### src/rtl/interp_timing_sched_if.sv
// ---------------------------------------------------------------------------
// interp_timing_sched_if
// Bundle of the scheduler's control inputs and its outputs toward the
// polyphase interpolator.
//   master : drives en_i, iq_raw_val_i, adj_i, adj_val_i; observes outputs
//   slave  : the scheduler itself (consumes inputs, drives outputs)
// Signals:
//   en_i          scheduler enable
//   iq_raw_val_i  raw IQ sample strobe
//   adj_i         signed timing correction, raw-sample units Q.MUW
//   adj_val_i     adj_i qualifier
//   phase_int_o   integer accumulator part at strobe (0..OSF-1)
//   mu_o          fractional accumulator part at strobe
//   phase_val_o   delay-line shift enable
//   sym_valid_o   one-cycle symbol strobe
//   adj_sat_o     one-cycle pulse: captured correction was clipped
//   state_o       0=IDLE 1=FILL 2=TRACK
// ---------------------------------------------------------------------------
interface interp_timing_sched_if #(
  parameter int MUW  = 27,
  parameter int ADJW = 28
);
  logic                   en_i;
  logic                   iq_raw_val_i;
  logic signed [ADJW-1:0] adj_i;
  logic                   adj_val_i;
  logic [4:0]             phase_int_o;
  logic [MUW-1:0]         mu_o;
  logic                   phase_val_o;
  logic                   sym_valid_o;
  logic                   adj_sat_o;
  logic [1:0]             state_o;

  modport master (
    output en_i, iq_raw_val_i, adj_i, adj_val_i,
    input  phase_int_o, mu_o, phase_val_o, sym_valid_o, adj_sat_o, state_o
  );

  modport slave (
    input  en_i, iq_raw_val_i, adj_i, adj_val_i,
    output phase_int_o, mu_o, phase_val_o, sym_valid_o, adj_sat_o, state_o
  );
endinterface

### src/rtl/interp_timing_sched.sv
// ---------------------------------------------------------------------------
// interp_timing_sched
// Symbol-timing scheduler for a polyphase interpolator. A fractional timing
// accumulator advances by one raw sample per iq_raw_val_i, plus a one-shot
// loop-filter correction. Each wrap past OSF raw samples issues a symbol
// strobe carrying the integer branch index and fractional mu. Tracking only
// starts once the interpolator delay line (OSF*TAPS_PPH samples) is full.
// Ports:
//   clk  system clock
//   rst  synchronous reset, active low
//   bus  interp_timing_sched_if.slave (enable, sample strobe, correction in;
//        phase_int/mu/phase_val/sym_valid/adj_sat/state out)
// ---------------------------------------------------------------------------
module interp_timing_sched #(
  parameter int OSF      = 20,
  parameter int TAPS_PPH = 5,
  parameter int MUW      = 27,
  parameter int ADJW     = 28,
  parameter int MAX_ADJ  = 2**26
) (
  input  logic                        clk,
  input  logic                        rst,
  interp_timing_sched_if.slave        bus
);

  localparam int DEPTH = OSF * TAPS_PPH;
  localparam int CNTW  = $clog2(DEPTH + 1);
  localparam int ACCW  = 5 + MUW;
  localparam int NXTW  = ACCW + 1;
  localparam int PW    = MUW + 1;

  localparam logic signed [NXTW-1:0] ONE     = NXTW'(longint'(1) << MUW);
  localparam logic signed [NXTW-1:0] LIMIT   = NXTW'(longint'(OSF) << MUW);
  localparam logic signed [ADJW-1:0] MAX_POS = ADJW'(MAX_ADJ);
  localparam logic signed [ADJW-1:0] MAX_NEG = -MAX_POS;
  localparam logic signed [PW-1:0]   PEND_POS = PW'(MAX_ADJ);
  localparam logic signed [PW-1:0]   PEND_NEG = -PEND_POS;

  typedef enum logic [1:0] {
    IDLE  = 2'd0,
    FILL  = 2'd1,
    TRACK = 2'd2
  } state_t;

  state_t                 state_q, state_d;
  logic [ACCW-1:0]        acc_q, acc_d;
  logic [CNTW-1:0]        fill_cnt_q, fill_cnt_d;
  logic signed [PW-1:0]   pend_q, pend_d;
  logic [4:0]             phase_int_q, phase_int_d;
  logic [MUW-1:0]         mu_q, mu_d;
  logic                   phase_val_q, phase_val_d;
  logic                   sym_valid_q, sym_valid_d;
  logic                   adj_sat_q, adj_sat_d;

  logic signed [NXTW-1:0] nxt;
  logic                   wrap;
  logic [ACCW-1:0]        acc_next;
  logic                   adj_hi, adj_lo;
  logic signed [PW-1:0]   adj_clip;

  // Next accumulator value for one raw sample. The pending correction is
  // strictly smaller than one sample, so the sum is positive and can cross
  // the OSF boundary at most once.
  always_comb begin
    nxt      = $signed({1'b0, acc_q}) + ONE + NXTW'(pend_q);
    wrap     = (nxt >= LIMIT);
    acc_next = wrap ? ACCW'(nxt - LIMIT) : ACCW'(nxt);
  end

  // Clip the incoming correction to +/-MAX_ADJ before it is stored.
  always_comb begin
    adj_hi   = (bus.adj_i > MAX_POS);
    adj_lo   = (bus.adj_i < MAX_NEG);
    adj_clip = adj_hi ? PEND_POS : (adj_lo ? PEND_NEG : PW'(bus.adj_i));
  end

  // Next-state and output logic. Dropping en_i aborts to IDLE from anywhere
  // and discards accumulator, fill count and pending correction.
  always_comb begin
    state_d     = state_q;
    acc_d       = acc_q;
    fill_cnt_d  = fill_cnt_q;
    pend_d      = pend_q;
    phase_int_d = phase_int_q;
    mu_d        = mu_q;
    sym_valid_d = 1'b0;
    adj_sat_d   = 1'b0;

    if (!bus.en_i) begin
      state_d    = IDLE;
      acc_d      = '0;
      fill_cnt_d = '0;
      pend_d     = '0;
    end else begin
      case (state_q)
        IDLE: begin
          state_d    = FILL;
          acc_d      = '0;
          fill_cnt_d = '0;
        end
        FILL: begin
          // The sample that completes the delay line is not accumulated.
          if (bus.iq_raw_val_i) begin
            if (fill_cnt_q == CNTW'(DEPTH - 1)) begin
              state_d    = TRACK;
              acc_d      = '0;
              fill_cnt_d = '0;
            end else begin
              fill_cnt_d = fill_cnt_q + CNTW'(1);
            end
          end
        end
        TRACK: begin
          if (bus.iq_raw_val_i) begin
            acc_d  = acc_next;
            pend_d = '0;
            if (wrap) begin
              sym_valid_d = 1'b1;
              phase_int_d = acc_next[ACCW-1:MUW];
              mu_d        = acc_next[MUW-1:0];
            end
          end
        end
        default: state_d = IDLE;
      endcase

      // A correction arriving with a consuming sample is stored for the
      // next sample; the old value was already used above.
      if (state_q != IDLE && bus.adj_val_i) begin
        pend_d    = adj_clip;
        adj_sat_d = adj_hi | adj_lo;
      end
    end

    phase_val_d = (state_d != IDLE);
  end

  // State and output registers with synchronous active-low reset.
  always_ff @(posedge clk) begin
    if (!rst) begin
      state_q     <= IDLE;
      acc_q       <= '0;
      fill_cnt_q  <= '0;
      pend_q      <= '0;
      phase_int_q <= '0;
      mu_q        <= '0;
      phase_val_q <= 1'b0;
      sym_valid_q <= 1'b0;
      adj_sat_q   <= 1'b0;
    end else begin
      state_q     <= state_d;
      acc_q       <= acc_d;
      fill_cnt_q  <= fill_cnt_d;
      pend_q      <= pend_d;
      phase_int_q <= phase_int_d;
      mu_q        <= mu_d;
      phase_val_q <= phase_val_d;
      sym_valid_q <= sym_valid_d;
      adj_sat_q   <= adj_sat_d;
    end
  end

  assign bus.phase_int_o = phase_int_q;
  assign bus.mu_o        = mu_q;
  assign bus.phase_val_o = phase_val_q;
  assign bus.sym_valid_o = sym_valid_q;
  assign bus.adj_sat_o   = adj_sat_q;
  assign bus.state_o     = state_q;

endmodule

### src/flat_wrapper.sv
// flat-port wrapper written by rule: the top's interface ports become plain ports
module interp_timing_sched_flat 
#(
  parameter int OSF      = 20,
  parameter int TAPS_PPH = 5,
  parameter int MUW      = 27,
  parameter int ADJW     = 28,
  parameter int MAX_ADJ  = 2**26
)
  (clk, rst, bus_en_i, bus_iq_raw_val_i, bus_adj_i, bus_adj_val_i, bus_phase_int_o, bus_mu_o, bus_phase_val_o, bus_sym_valid_o, bus_adj_sat_o, bus_state_o);
  interp_timing_sched_if #(.MUW(MUW), .ADJW(ADJW)) bus_i ();
  input  logic clk;
  input  logic rst;
  input wire logic [$bits(bus_i.en_i)-1:0] bus_en_i;
  input wire logic [$bits(bus_i.iq_raw_val_i)-1:0] bus_iq_raw_val_i;
  input wire logic [$bits(bus_i.adj_i)-1:0] bus_adj_i;
  input wire logic [$bits(bus_i.adj_val_i)-1:0] bus_adj_val_i;
  output wire logic [$bits(bus_i.phase_int_o)-1:0] bus_phase_int_o;
  output wire logic [$bits(bus_i.mu_o)-1:0] bus_mu_o;
  output wire logic [$bits(bus_i.phase_val_o)-1:0] bus_phase_val_o;
  output wire logic [$bits(bus_i.sym_valid_o)-1:0] bus_sym_valid_o;
  output wire logic [$bits(bus_i.adj_sat_o)-1:0] bus_adj_sat_o;
  output wire logic [$bits(bus_i.state_o)-1:0] bus_state_o;
  assign bus_i.en_i = bus_en_i;
  assign bus_i.iq_raw_val_i = bus_iq_raw_val_i;
  assign bus_i.adj_i = bus_adj_i;
  assign bus_i.adj_val_i = bus_adj_val_i;
  assign bus_phase_int_o = bus_i.phase_int_o;
  assign bus_mu_o = bus_i.mu_o;
  assign bus_phase_val_o = bus_i.phase_val_o;
  assign bus_sym_valid_o = bus_i.sym_valid_o;
  assign bus_adj_sat_o = bus_i.adj_sat_o;
  assign bus_state_o = bus_i.state_o;
  interp_timing_sched #(.OSF(OSF), .TAPS_PPH(TAPS_PPH), .MUW(MUW), .ADJW(ADJW), .MAX_ADJ(MAX_ADJ)) u_core (.clk(clk), .rst(rst), .bus(bus_i));
endmodule
### config.mk
export PLATFORM = sky130hd
export DESIGN_NAME = interp_timing_sched_flat
export DESIGN_NICKNAME = d
export VERILOG_FILES = /design/src/rtl/interp_timing_sched_if.sv /design/src/rtl/interp_timing_sched.sv /design/src/flat_wrapper.sv
export SDC_FILE = /design/constraint.sdc
export NUM_CORES = 1
export LEC_CHECK = 0
export ABC_AREA = 1
export BUFFER_PORTS_ARGS = -buffer_cell sky130_fd_sc_hd__buf_2
export CORE_ASPECT_RATIO = 0.5
export CORE_MARGIN = 5
export CORE_UTILIZATION = 40
export DETAILED_ROUTE_END_ITERATION = 10
export GPL_ROUTABILITY_DRIVEN = 0
export GPL_TIMING_DRIVEN = 0
export HOLD_SLACK_MARGIN = 0.02
export PLACE_DENSITY = 0.62
export SETUP_SLACK_MARGIN = 0.02
export SLEW_MARGIN = 20
export SYNTH_ARGS = -nofsm -noshare
export SYNTH_HDL_FRONTEND = slang
export SYNTH_SLANG_ARGS = --single-unit
### constraint.sdc
create_clock -name clk -period 3.4 [get_ports clk]
set_input_delay 0.51 -clock clk [delete_from_list [all_inputs] [get_ports clk]]
set_output_delay 0.51 -clock clk [all_outputs]
set_load 0.01 [all_outputs]
# Word level (Yosys, flattened, before mapping)
# Index checks and enable logic that the tools add are counted.
# word_totals
ff_bits	104
latchBits	0
ramBits	0
romBits	0
in_bits	33
elab_cells	56
n_memories	0
# op_classes
add_sub_neg	4
multipliers	0
div	0
magnitude_cmp	3
eq_ne	6
n_shift	0
muxes	18
bitwise	1
reduce_logical	15
# op_table
op	n
two-way mux 28 bit	5
two-way mux 32 bit	4
case mux 32 bit (3 select lines)	1
adder 32 x 28 -> 33 bit (second input constant)	1
adder 33 x 28 -> 33 bit	1
greater-or-equal comparator 33 bit (second input constant)	1
subtractor 32 bit (second input constant)	1
> comparator 28 bit (second input constant)	1
< comparator 28 x 27 -> 1 bit (second input constant)	1
two-way mux 7 bit	2
case mux 7 bit (2 select lines)	1
AND reduction 4 bit	3
nonzero test 2 bit	5
adder 7 x 1 -> 7 bit (second input constant)	1
== test 7 bit (second input constant)	1
two-way mux 2 bit	3
case mux 2 bit (3 select lines)	1
AND reduction 2 bit	3
!= test 2 bit (second input constant)	2
AND reduction 3 bit	1
nonzero test 3 bit	1
== test 2 x 1 -> 1 bit (second input constant)	1
== test 2 bit (second input constant)	1
logical NOT 2 bit	1
4 further kinds	4

# Depth between registers and ports, before layout
# Gate-level depths: netlist of the first run.
# depth
ltp_word	6
depth_mapped	24
depth_no_buf	23

# Least setup slack after synthesis of the first run
# OpenSTA, ideal clock, no wires.
# synth_path
kind	register to register
startpoint	register u_core.pend_q[1]
endpoint	register u_core.phase_int_q[3], in the netlist u_core.bus.phase_int_o[3]
setup_ns	0.114
arrival_ns	2.841
t_required_ns	3.286
path_slack_ns	0.446
stages_incl_launch_ff	21
n_path_buf	1
path_cell_list	dfxtp_1 ha_1 ha_1 inv_1 fa_1 inv_1 nand3_1 nand2_1 nand3_1 nand3_1 nand2_1 nand3_1 nand2_1 ha_1 inv_1 nand3_1 nand2_2 nand2_4 buf_2 a21oi_1 nor2_1
# synth_between
elab_chain_cells	3
word_cells_on_any_way	5
classes_between	2 x add/sub; 1 x order compare; 1 x mux; 1 x reduce/logical
# synth_rtl
item	line_no	source
from (decl)	interp_timing_sched.sv:48	logic signed [PW-1:0] pend_q, pend_d;
from (signal assigned)	interp_timing_sched.sv:154	pend_q <= pend_d;
adder 33 x 28 -> 33 bit *	interp_timing_sched.sv:65	nxt = $signed({1'b0, acc_q}) + ONE + NXTW'(pend_q);
greater-or-equal comparator 33 bit / subtractor 32 bit (equally long branches)	interp_timing_sched.sv:66, interp_timing_sched.sv:67	
AND reduction 4 bit (no line) / two-way mux 32 bit (equally long branches)	n/a	
to (signal assigned)	interp_timing_sched.sv:155	phase_int_q <= phase_int_d;
to (decl)	interp_timing_sched.sv:49	logic [4:0] phase_int_q, phase_int_d;
# Every way passes the cells marked *; elsewhere a longest branch is shown, timed or not.
# A chain may end at the register's enable or synchronous reset.

# Final worst setup path of the first run
# layout_path
startpoint	register u_core.pend_q[5]
endpoint	register u_core.mu_q[16], in the netlist u_core.bus.mu_o[16]
# layout_between
elab_chain_cells	3
word_cells_on_any_way	5
classes_between	2 x add/sub; 1 x order compare; 1 x mux; 1 x reduce/logical
# layout_rtl
item	line_no	source
adder 33 x 28 -> 33 bit *	interp_timing_sched.sv:65	
greater-or-equal comparator 33 bit / subtractor 32 bit (equally long branches)	interp_timing_sched.sv:66, interp_timing_sched.sv:67	
AND reduction 4 bit (no line) / two-way mux 32 bit (equally long branches)	n/a	
to (signal assigned)	interp_timing_sched.sv:156	mu_q <= mu_d;
to (decl)	interp_timing_sched.sv:50	logic [MUW-1:0] mu_q, mu_d;
# Marks and branches as above.

==> results.txt, run 1 <==
Final WS setup = 0.08099 ns
EDFF count, synth = 0
Vias post-DR = 7622
Die area = 20700 um^2
Cell row count = 34
CTS Buf Count = 9
Htree depth = 3
Drt pass-1 iters = 5
Max_cap viols = 0
Worst-path clk slew = 0.07 ns
Lkg Pwr = 0.004407 uW
Num ports = 70
WHS Path Cells = 2
Final nets = 1352
Status = completed
Root Buffer = clkbuf_16
Switching part of the total = 0.2597
WS Path Type = flip-flop to flip-flop
Reg-to-reg slack, setup = 0.08 ns
Hpwl dp = 18130 um
Core Box Area = 17400 um^2
Synth Area per Inst = 6.138 um^2
Setup Viol. Count Final = 0
Buffers and inverters on the worst path = 1
Fin Hold WS = 0.4151 ns
Net load switching power = 629.4 uW
Comb pwr share = 0.067
Cell count after synthesis = 1158
Worst Setup End Kind = flip-flop
Clock Latency Late Sink = 0.36 ns
Reg2reg start = u_core.pend_q[5]$_SDFFE_PN0P_
CTS tree = built
CP Data Arrival Time = 3.62 ns
Hold-fix buffers at CTS = 0
Family with the most delay on the worst path = simple AND/OR/NAND/NOR gates
Residual DRC count = 0
Max_slew headroom = 0.5074
Final period util = 0.9762
Post-synth ARST share = 0
Yosys top cell area share = 0.2929
Syn. warnings = 0
Most frequent cells in the layout = 402 x nand2_1, 169 x inv_1, 104 x nand3_1, 96 x dfxtp_1, 77 x a21oi_1
Cell taking the most area after synthesis = dfxtp_1
Fin. Hold Viols = 0
Count of cell types in the netlist = 37
Layout Skew = 0.01298 ns
First-pass GRT wire length = 34920 um
Routed len/inst = 15.48 um
Max Slew Vio Count = 0
Antenna Nets Post-Route = 0
Slowest stage delay, CP = 0.34 ns
Clock tree buffer depth = 2
Pwr Density = 279.8 nW/um^2
Crit path time final = 3.319 ns
IO buf count = 69
Hold Startpoint = bus_iq_raw_val_i
Main synth FF type = dfxtp_1
TritonCTS Sinks = 104
Area Growth Syn to Fin = 21.84%
Mapped Area = 7108 um^2
Dpl ws = -0.2213 ns
FF-to-FF End = u_core.bus.mu_o[16]$_SDFFE_PN0P_
Total congestion overflow = 0
Cells on worst reg2reg path = 22
DIE HEIGHT = 104.3 um
N_diodes = 0
Max Clock Freq = 301.3 MHz
Peak supply drop = 203.0 uV
Syn Nets = 1257
Hold Path Sink = u_core.bus.state_o[0]$_SDFF_PN0_
Vias in the first global route = 6751
Post-Route Utilization = 0.4978
Crit-path cells = ha_1, ha_4, nand2_1, nand2_1, a21oi_1, nand2_2, nand2_1, nand2_2, nand2_1, nand2_1, nand2_1, nand2_1, nor2_1, nand2_1, nor2_2, nand4_1, nand2_4, nand2_8, nor2_8, buf_4, nand2_1, nand2_1
Initial DRC count = 683
CP Data Required Time = 3.70 ns
HP Class = input pin to flip-flop
Largest net degree at the start of global routing = 18
Worst-margin pin slew = 0.7362 ns
Sequential area share after synthesis = 0.2929
Starting Density = 0.4085
Crit Path Max Fanout = 6
Clock Power Share = 0.426
Total Routed Length = 23090 um
Share of cells above drive strength 1 = 0.1798
Flops & latches, synth = 104
Antenna violations before repair = 0
CP max-delay cell = ha_1
Power Internal = 1794 uW
Leading cell type in the layout, fill and taps excluded = nand2_1
Die Wd = 198.5 um
Worst path most repeated cell = nand2_1
Sequential power share = 0.507
Routed vias/inst = 5.112
Gr usage total = 0.2112
CP startpoint kind = flip-flop
Area contributors post-synth = dfxtp_1 29%, nand2_1 23%, ha_1 11%
state kept, by name (all words and copies together), names as in the netlist:
name                    cells
u_core.acc_q               32
u_core.bus.adj_sat_o        1
u_core.bus.mu_o            27
u_core.bus.phase_int_o      5
u_core.bus.phase_val_o      1
u_core.bus.state_o          2
u_core.bus.sym_valid_o      1
u_core.fill_cnt_q           7
u_core.pend_q              28
cell families after synthesis:
logic type,synth area share
adder cells (fa/ha/maj),0.1172
flip-flops,0.2929
XOR/XNOR,0.004930
buffers and inverters,0.1084
AO/OA/AOI/OAI,0.07147
AND/OR/NAND/NOR,0.4050
area by class of cell:
type | count | area [um^2]
Timing Repair Buffer | 84 | 475.5
Tap cell | 234 | 292.8
Clock buffer | 10 | 239.0
Fill cell | 1754 | 8738
Inverter | 173 | 649.4
Buffer | 27 | 130.1
Clock inverter | 5 | 41.29
Sequential cell | 104 | 2095
Multi-Input combinational cell | 854 | 4738
worst max-delay path by stage:
stage | from | cells after the start | endpoint
2_1_floorplan | u_core.pend_q[1]$_SDFFE_PN0P_ | 20 | u_core.bus.phase_int_o[3]$_SDFFE_PN0P_
3_3_place_gp | u_core.pend_q[1]$_SDFFE_PN0P_ | 24 | u_core.bus.mu_o[22]$_SDFFE_PN0P_
3_5_place_dp | u_core.pend_q[1]$_SDFFE_PN0P_ | 24 | u_core.bus.mu_o[22]$_SDFFE_PN0P_
4_1_cts | u_core.pend_q[7]$_SDFFE_PN0P_ | 21 | u_core.bus.mu_o[22]$_SDFFE_PN0P_
5_1_grt | u_core.pend_q[7]$_SDFFE_PN0P_ | 22 | u_core.bus.mu_o[13]$_SDFFE_PN0P_
6_report | u_core.pend_q[5]$_SDFFE_PN0P_ | 22 | u_core.bus.mu_o[16]$_SDFFE_PN0P_
repair_timing:
item	4_1_cts	5_1_grt
pin swaps	2	20
gates resized for setup	12	117
gates cloned	0	2
setup endpoints to repair	31	35
buffers inserted	2	11
metrics by stage:
step                      setup TNS [ns]  instance area (um^2)  cells  power [uW]
after floorplan                        0                  7108   1158        1339
after global placement            -4.926                  7746   1461        1406
after detailed placement          -5.512                  7746   1461        1408
after CTS                              0                  8084   1478        2435
after global routing             -0.1007                  8661   1491        2504
final                                  0                  8661   1491        2423
metal layers:
metal  track usage  part of all wire
met1        0.3116              0.49
met2        0.3179              0.43
met3       0.04498             0.070
met4       0.04049             0.013
met5             0                 0
cells in the mapped netlist, types with 3 or more instances:
master and number:
a21oi_1 82, and2_1 4, buf_1 5, buf_2 4, clkbuf_1 16, dfxtp_1 104
ha_1 65, inv_1 170, nand2_1 432, nand2_2 7, nand3_1 111, nand3b_1 10
nand4_1 11, nor2_1 86, nor3_1 6, nor4_1 7, o21ai_0 11, xnor2_1 3
power groups by stage:
stage / Sequential (uW) / Combinational, uW / Clock, uW
final: 1230 / 162 / 1030
after global routing: 1230 / 176 / 1100
after CTS: 1230 / 153 / 1050
after detailed placement: 1260 / 151 / 0
after floorplan: 1260 / 83.2 / 0
after global placement: 1260 / 149 / 0
No activity file was read; power rests on OpenSTA's default activity.
==> inputs of run 2 (changes only) <==
--- a/config.mk
+++ b/config.mk
@@ -8,2 +8,3 @@
 export ABC_AREA = 1
+export ABC_CLOCK_PERIOD_IN_PS = 3400
 export BUFFER_PORTS_ARGS = -buffer_cell sky130_fd_sc_hd__buf_2
==> constraint.sdc (replaced) <==
create_clock -name clk -period 3.4 [get_ports clk]
set_input_delay 0 -clock clk [delete_from_list [all_inputs] [get_ports clk]]
set_output_delay 0 -clock clk [all_outputs]
set_load 0.01 [all_outputs]
==> run 2 against run 1 <==
Combinational power up 17%. Total power up 1.3%. Setup slack better by 0.023 ns. Hold slack worse by 0.36 ns. Die area unchanged. First-iteration DRC count down 1.3%. Flip-flop and latch count unchanged. Cell area up 3.5%. Non-clock buffer count up 29. Wire length up 1.5%. Critical path type unchanged. Critical endpoint unchanged. Largest cell class unchanged.
==> results.txt, run 2 (synthesized netlist as in run 1, its figures left out) <==
Most frequent cells in the layout = 402 x nand2_1, 169 x inv_1, 104 x nand3_1, 96 x dfxtp_1, 77 x a21oi_1
Drt pass-1 iters = 5 (unchanged)
CP Data Required Time = 3.70 ns (about the same)
Family with the most delay on the worst path = simple AND/OR/NAND/NOR gates
Total congestion overflow = 0 (unchanged)
Vias in the first global route = 6927 (+2.6%)
Slowest stage delay, CP = 0.34 ns (about the same)
Root Buffer = clkbuf_16
Antenna Nets Post-Route = 0 (unchanged)
WHS Path Cells = 3 (+1)
Final WS setup = 0.1043 ns (+0.02333 ns)
Final nets = 1381 (+2.1%)
Clock tree buffer depth = 2 (unchanged)
Routed vias/inst = 5.090 (-0.43%)
IO buf count = 69 (unchanged)
CP max-delay cell = ha_1
Status = completed
Core Box Area = 17400 um^2 (unchanged)
Post-Route Utilization = 0.5152 (+0.01740)
Crit path time final = 3.296 ns (-0.02333 ns)
Clock Power Share = 0.422 (-0.004)
Fin. Hold Viols = 0 (unchanged)
Dpl ws = -0.2213 ns (unchanged)
Num ports = 70 (unchanged)
Lkg Pwr = 0.004528 uW (+2.8%)
CTS tree = built
WS Path Type = flip-flop to flip-flop
First-pass GRT wire length = 35580 um (+1.9%)
Sequential power share = 0.501 (-0.006)
Hold Startpoint = rst
CP Data Arrival Time = 3.59 ns (-0.03 ns)
Dpl cells = 1461 (unchanged)
Reg-to-reg slack, setup = 0.10 ns (+0.02 ns)
Gr usage total = 0.2150 (+0.003814)
Non-Filler Instances = 1520 (+1.9%)
Htree depth = 3 (unchanged)
Cell row count = 34 (unchanged)
Hpwl dp = 18130 um (unchanged)
Pwr Density = 273.7 nW/um^2 (-2.2%)
Antenna violations before repair = 0 (unchanged)
Most flops, register = u_core.acc_q
Largest net degree at the start of global routing = 18 (unchanged)
Die area = 20700 um^2 (unchanged)
Layout Skew = 0.01398 ns (+0.001002 ns)
Max Clock Freq = 303.4 MHz (+0.71%)
CTS Buf Count = 9 (unchanged)
Crit-path cells = ha_1, ha_4, nand2_1, nand2_1, a21oi_1, nand2_2, nand2_1, nand2_2, nand2_1, nand2_1, nand2_1, nand2_1, nor2_1, nand2_1, nor2_2, nand4_1, nand2_4, nand2_8, nor2_8, buf_4, nand2_1, nand2_1
HP Class = input pin to flip-flop
CP startpoint kind = flip-flop
Setup Viol. Count Final = 0 (unchanged)
Final period util = 0.9693 (-0.006862)
Vias post-DR = 7737 (+1.5%)
Leading cell type in the layout, fill and taps excluded = nand2_1
Residual DRC count = 0 (unchanged)
Worst-path clk slew = 0.07 ns (about the same)
Worst Setup End Kind = flip-flop
Share of cells above drive strength 1 = 0.1750 (-0.004832)
Clock Latency Late Sink = 0.36 ns (about the same)
Max_slew headroom = 0.5088 (+0.001367)
Buffers and inverters on the worst path = 1 (unchanged)
Reg2reg start = u_core.pend_q[5]$_SDFFE_PN0P_
TritonCTS Sinks = 104 (unchanged)
Switching part of the total = 0.2597 (about the same)
Cells on worst reg2reg path = 22 (unchanged)
Starting Density = 0.4085 (unchanged)
Power Internal = 1816 uW (+1.3%)
Fin Hold WS = 0.05356 ns (-0.3615 ns)
N_diodes = 0 (unchanged)
Max Slew Vio Count = 0 (unchanged)
Max FFs per register = 32 (unchanged)
Hold Path Sink = u_core.bus.phase_int_o[2]$_SDFFE_PN0P_
Area Growth Syn to Fin = 26.10%
Net load switching power = 637.1 uW (+1.2%)
Worst path most repeated cell = nand2_1
Routed len/inst = 15.42 um (-0.43%)
Total Routed Length = 23430 um (+1.5%)
Max_cap viols = 0 (unchanged)
Comb pwr share = 0.077 (+0.010)
Peak supply drop = 203.3 uV (+0.16%)
DIE HEIGHT = 104.3 um (unchanged)
FF-to-FF End = u_core.bus.mu_o[16]$_SDFFE_PN0P_
Worst-margin pin slew = 0.7369 ns (+0.0006701 ns)
Crit Path Max Fanout = 6 (unchanged)
Die Wd = 198.5 um (unchanged)
Initial DRC count = 674 (-1.3%)
## run 2: cell types whose count changed in the layout (fill, tap and decap cells not counted), sizes merged
cell / previous run / this run
dlygate4sd3: 0 / 30
buf: 93 / 92
## run 2: worst max-delay path by stage
stage / depth (start not counted) / endpoint / startpoint
final: 22 / u_core.bus.mu_o[16]$_SDFFE_PN0P_ / u_core.pend_q[5]$_SDFFE_PN0P_
after floorplan: 20 / u_core.bus.phase_int_o[3]$_SDFFE_PN0P_ / u_core.pend_q[1]$_SDFFE_PN0P_
after global placement: 24 / u_core.bus.mu_o[22]$_SDFFE_PN0P_ / u_core.pend_q[1]$_SDFFE_PN0P_
after global routing: 22 / u_core.bus.mu_o[13]$_SDFFE_PN0P_ / u_core.pend_q[7]$_SDFFE_PN0P_
after detailed placement: 24 / u_core.bus.mu_o[22]$_SDFFE_PN0P_ / u_core.pend_q[1]$_SDFFE_PN0P_
after CTS: 21 / u_core.bus.mu_o[22]$_SDFFE_PN0P_ / u_core.pend_q[7]$_SDFFE_PN0P_
## run 2: through the flow
step                instance area, um^2  setup TNS [ns]  total power, uW
finish                             8964               0             2453
global route                       8964        -0.09966             2534
CTS                                8384               0             2461
detailed placement                 7746          -5.512             1408
global placement                   7746          -4.926             1406
floorplan                          7108               0             1339
## run 2: worst min-delay path: stages
cell and delay (ns):
buf_2 0.09, inv_1 0.14, a21oi_1 0.14
## run 2: per-layer routing
metal | track usage | part of all wire | vias to the layer above
met2 | 0.3276 | 0.43 | 247
met3 | 0.04628 | 0.073 | 26
met4 | 0.04390 | 0.016 | 0
met1 | 0.3127 | 0.48 | 3559
li1 | - | - | 3905
met5 | 0 | 0 | -
## run 2: power by group through the flow
| stage | sequential [uW] | combinational [uW] | clock [uW] |
|---|---|---|---|
| finish | 1230 | 189 | 1040 |
| global placement | 1260 | 149 | 0 |
| CTS | 1230 | 179 | 1050 |
| floorplan | 1260 | 83.2 | 0 |
| global route | 1230 | 205 | 1100 |
| detailed placement | 1260 | 151 | 0 |
## run 2: area by class of cell
cell class              instances  area, um^2
plain buffers                  27       130.1
clock inverters                 5       41.29
multi-input cells             854        4748
repair buffers                113       768.2
fillers                      1721        8436
well taps                     234       292.8
inverters                     173       649.4
clock buffers                  10       239.0
flip-flops and latches        104        2095
## run 2: timing repair
item	in CTS	in global routing
setup buffers	2	10
endpoints found under the hold margin	30	0
hold buffers	30	0
pin swaps	2	20
gates cloned	0	2
gates resized for setup	12	118
endpoints found under the setup margin	31	35
==> inputs of run 3 (changes only) <==
ABC_AREA = unset   (was 1)
==> run 3 against run 2 <==
The run now ends with negative setup slack left. Wire length fell by 5.8%. Cell area fell by 2.1%. Die area fell by 8.3%. Area after synthesis fell by 9.0%. Critical path depth fell by 6. Highest routed layer unchanged.
==> results.txt, run 3 <==
Status = finished, violations left
Residual DRC count = 0 (unchanged)
Layout Skew = 0.01258 ns (-0.001405 ns)
Comb pwr share = 0.071 (-0.006)
DIE HEIGHT = 99.93 um (-4.2%)
Filler Cells Inserted = 1420 (-17%)
Num ports = 70 (unchanged)
Worst-path clk slew = 0.08 ns (about the same)
Pwr Density = 283.6 nW/um^2 (+3.6%)
Crit path time final = 3.897 ns (+0.6017 ns)
Synth Area per Inst = 8.221 um^2 (+34%)
Largest net degree at the start of global routing = 22 (+4)
First-pass GRT wire length = 33200 um (-6.7%)
Setup Viol. Count Final = 35 (+35)
HP Class = input pin to flip-flop
WHS Path Cells = 3 (unchanged)
Switching part of the total = 0.2680 (+0.008282)
Max_slew headroom = 0.2766 (-0.2322)
Max FFs per register = 32 (unchanged)
Routed len/inst = 19.49 um (+26%)
Largest family of logic cells by synthesized area = compound AO/OA/AOI/OAI gates
Reg2reg start = u_core.pend_q[9]$_SDFFE_PN0P_
Clock Latency Late Sink = 0.36 ns (about the same)
FF-to-FF End = u_core.bus.mu_o[3]$_SDFFE_PN0P_
Net load switching power = 667.0 uW (+4.7%)
Max_cap viols = 0 (unchanged)
Mux share of post-synthesis cell area = 0.008122 (+0.008122)
Total congestion overflow = 0 (unchanged)
Cell taking the most area after synthesis = dfxtp_1
TritonCTS Sinks = 104 (unchanged)
Clock tree buffer depth = 2 (unchanged)
Worst path most repeated cell = ha_1
Failing checks = negative setup slack
Design Area, Final = 8778 um^2 (-2.1%)
Worst Setup End Kind = flip-flop
Most frequent cell after synthesis = dfxtp_1
Lkg Pwr = 0.003506 uW (-23%)
Gr usage total = 0.2188 (+0.003779)
Most frequent cells in the layout = 96 x nor2_1, 95 x dfxtp_1, 72 x buf_2, 51 x a22oi_1, 50 x a21oi_1
Max Clock Freq = 256.6 MHz (-15%)
Sequential power share = 0.492 (-0.009)
Reg-to-reg slack, setup = -0.50 ns (-0.60 ns)
Most frequent cells after synthesis = 104 x dfxtp_1, 101 x nor2_1, 65 x a21oi_1, 65 x ha_1, 52 x a22oi_1
Mapped Area = 6470 um^2 (-9.0%)
Fin Hold WS = 0.05249 ns (-0.001070 ns)
Fin. Hold Viols = 0 (unchanged)
Hold Startpoint = bus_adj_i[25]
Most flops, register = u_core.acc_q
Final period util = 1.146 (+0.1770)
Peak supply drop = 208.9 uV (+2.7%)
Drt pass-1 iters = 5 (unchanged)
N_diodes = 0 (unchanged)
Final nets = 1023 (-26%)
Htree depth = 3 (unchanged)
Syn. warnings = 0 (unchanged)
Post-Route Utilization = 0.5622 (+0.04701)
Worst-margin pin slew = 1.081 ns (+0.3443 ns)
Yosys top cell area share = 0.3218 (+0.02889)
Vias in the first global route = 6284 (-9.3%)
Sequential area share after synthesis = 0.3218 (+0.02889)
CP Data Arrival Time = 4.14 ns (+0.55 ns)
Flops & latches, synth = 104 (unchanged)
Buffers and inverters on the worst path = 3 (+2)
Core Box Area = 15620 um^2 (-10%)
RSZ-0062 raised after global routing = yes
Hold Path Sink = u_core.pend_q[25]$_SDFFE_PN0P_
Family with the most delay on the worst path = simple AND/OR/NAND/NOR gates
WS Path Type = flip-flop to flip-flop
CP max-delay cell = or4b_4
Area Growth Syn to Fin = 35.68%
Synth Area in Compound Gates = 0.2649 (+0.1935)
CTS Buf Count = 9 (unchanged)
Antenna violations before repair = 0 (unchanged)
Clock Power Share = 0.437 (+0.015)
Post-Synth Simple-Gate Area = 0.2065 (-0.1985)
Area share of fa/ha/maj cells after synthesis = 0.1288 (+0.01156)
Post-synth ARST share = 0 (unchanged)
Cells on worst reg2reg path = 16 (-27%)
Routed vias/inst = 6.004 (+18%)
Final WS setup = -0.4974 ns (-0.6017 ns)
Share of cells above drive strength 1 = 0.2928 (+0.1178)
Dpl ws = -0.8759 ns (-0.6546 ns)
Antenna Nets Post-Route = 0 (unchanged)
XOR/XNOR share of the synthesized area = 0.02843 (+0.02350)
Die Wd = 189.9 um (-4.4%)
Slowest stage delay, CP = 0.56 ns (+0.22 ns)
Initial DRC count = 620 (-8.0%)
DP Area = 7132 um^2 (-7.9%)
CP Data Required Time = 3.64 ns (-0.06 ns)
Syn Nets = 886 (-30%)
Crit-path cells = ha_1, ha_1, buf_6, a21o_1, a31o_4, and3_4, nor3_4, xnor2_2, or4b_4, nor4_2, nand4_1, buf_4, o21a_4, buf_8, o211ai_2, o41ai_2
EDFF count, synth = 0 (unchanged)
Area contributors post-synth = dfxtp_1 32%, ha_1 13%, a22oi_1 6.0%
Cell row count = 32 (-5.9%)
Leading cell type in the layout, fill and taps excluded = nor2_1
Starting Density = 0.4143 (+0.005814)
Total Routed Length = 22080 um (-5.8%)
IO buf count = 68 (-1.4%)
Main synth FF type = dfxtp_1
Power Internal = 1822 uW (+0.32%)
Vias post-DR = 6803 (-12%)
Hpwl dp = 15610 um (-14%)
Max Slew Vio Count = 0 (unchanged)
Cell count after synthesis = 787 (-32%)
Crit Path Max Fanout = 10 (+4)
Count of cell types in the netlist = 72 (+95%)
CTS tree = built
CP startpoint kind = flip-flop
Die area = 18970 um^2 (-8.3%)
Root Buffer = clkbuf_16
-- run 3: cell count changes after synthesis, sizes merged, moves of 11 or more --
cell    before  now
o21ai       12   48
nor3         6   19
a21o         0   11
a21oi       83   69
xnor2        3   15
nor2        87  102
nand3      112   39
nand2      440   41
inv        171   18
clkbuf      16   33
a22oi        1   52
-- run 3: worst register-to-register path, cell delays in order, from the launching register on --
cell      delay [ns]
dfxtp_1         0.33
ha_1            0.30
ha_1            0.32
buf_6           0.15
a21o_1          0.16
a31o_4          0.23
and3_4          0.21
nor3_4          0.16
xnor2_2         0.10
or4b_4          0.56
nor4_2          0.23
nand4_1         0.20
buf_4           0.20
o21a_4          0.24
buf_8           0.16
o211ai_2        0.15
o41ai_2         0.09
-- run 3: layout make-up --
| type | count | area [um^2] | area share |
|---|---|---|---|
| multi-input cells | 618 | 4907 | 0.5590 |
| repair buffers | 132 | 907.1 | 0.1033 |
| plain buffers | 41 | 231.5 | 0.02637 |
| clock buffers | 9 | 225.2 | 0.02566 |
| inverters | 18 | 67.56 | 0.007697 |
| flip-flops and latches | 104 | 2098 | 0.2390 |
| clock inverters | 7 | 86.33 | 0.009835 |
| well taps | 204 | 255.2 | 0.02908 |
-- run 3: cell families after synthesis --
group	after synthesis
buf+inv	65
compound gates	252
mux	5
flops	104
fa+ha+maj	66
simple gates	274
xor+xnor	21
-- run 3: stage by stage --
step	power (uW)	setup TNS [ns]	cells
after floorplan	1324	-4.576	787
after global placement	1385	-28.41	1059
after detailed placement	1387	-28.96	1059
after CTS	2498	-11.40	1122
after global routing	2576	-21.67	1133
final	2489	-15.45	1133
-- run 3: power by group through the flow --
stage | Combinational (uW) | Sequential [uW] | Clock (uW)
after floorplan | 70.1 | 1250 | 0
after global placement | 130 | 1260 | 0
after detailed placement | 132 | 1260 | 0
after CTS | 168 | 1230 | 1100
after global routing | 189 | 1230 | 1160
final | 177 | 1230 | 1090
-- run 3: how the worst max path moves through the flow --
stage	slack, ns	end	from	depth (start not counted)
floorplan	-0.17	u_core.bus.mu_o[3]$_SDFFE_PN0P_	u_core.pend_q[1]$_SDFFE_PN0P_	18
global placement	-0.85	u_core.bus.phase_int_o[0]$_SDFFE_PN0P_	u_core.pend_q[27]$_SDFFE_PN0P_	17
detailed placement	-0.88	u_core.bus.mu_o[25]$_SDFFE_PN0P_	u_core.pend_q[10]$_SDFFE_PN0P_	17
CTS	-0.37	u_core.bus.mu_o[3]$_SDFFE_PN0P_	u_core.pend_q[1]$_SDFFE_PN0P_	16
global route	-0.67	u_core.bus.mu_o[3]$_SDFFE_PN0P_	u_core.pend_q[12]$_SDFFE_PN0P_	15
finish	-0.50	u_core.bus.mu_o[3]$_SDFFE_PN0P_	u_core.pend_q[9]$_SDFFE_PN0P_	16
-- run 3: timing repair --
| item | CTS | global route |
|---|---|---|
| pin swaps | 33 | 27 |
| cloned | 2 | 2 |
| hold buffers | 30 | 0 |
| hold endpoints to repair | 30 | 0 |
| setup endpoints to repair | 38 | 56 |
| resized for setup | 99 | 72 |
| buffers inserted | 19 | 11 |
-- run 3: layer usage --
layer  global-route usage  routed length (um)  vias up
met1               0.3092               10150     3273
li1                     -                   -     3219
met5                    0                   0        -
met2               0.3457               10030      282
met4              0.05167                 327        0
met3              0.04413                1579       29
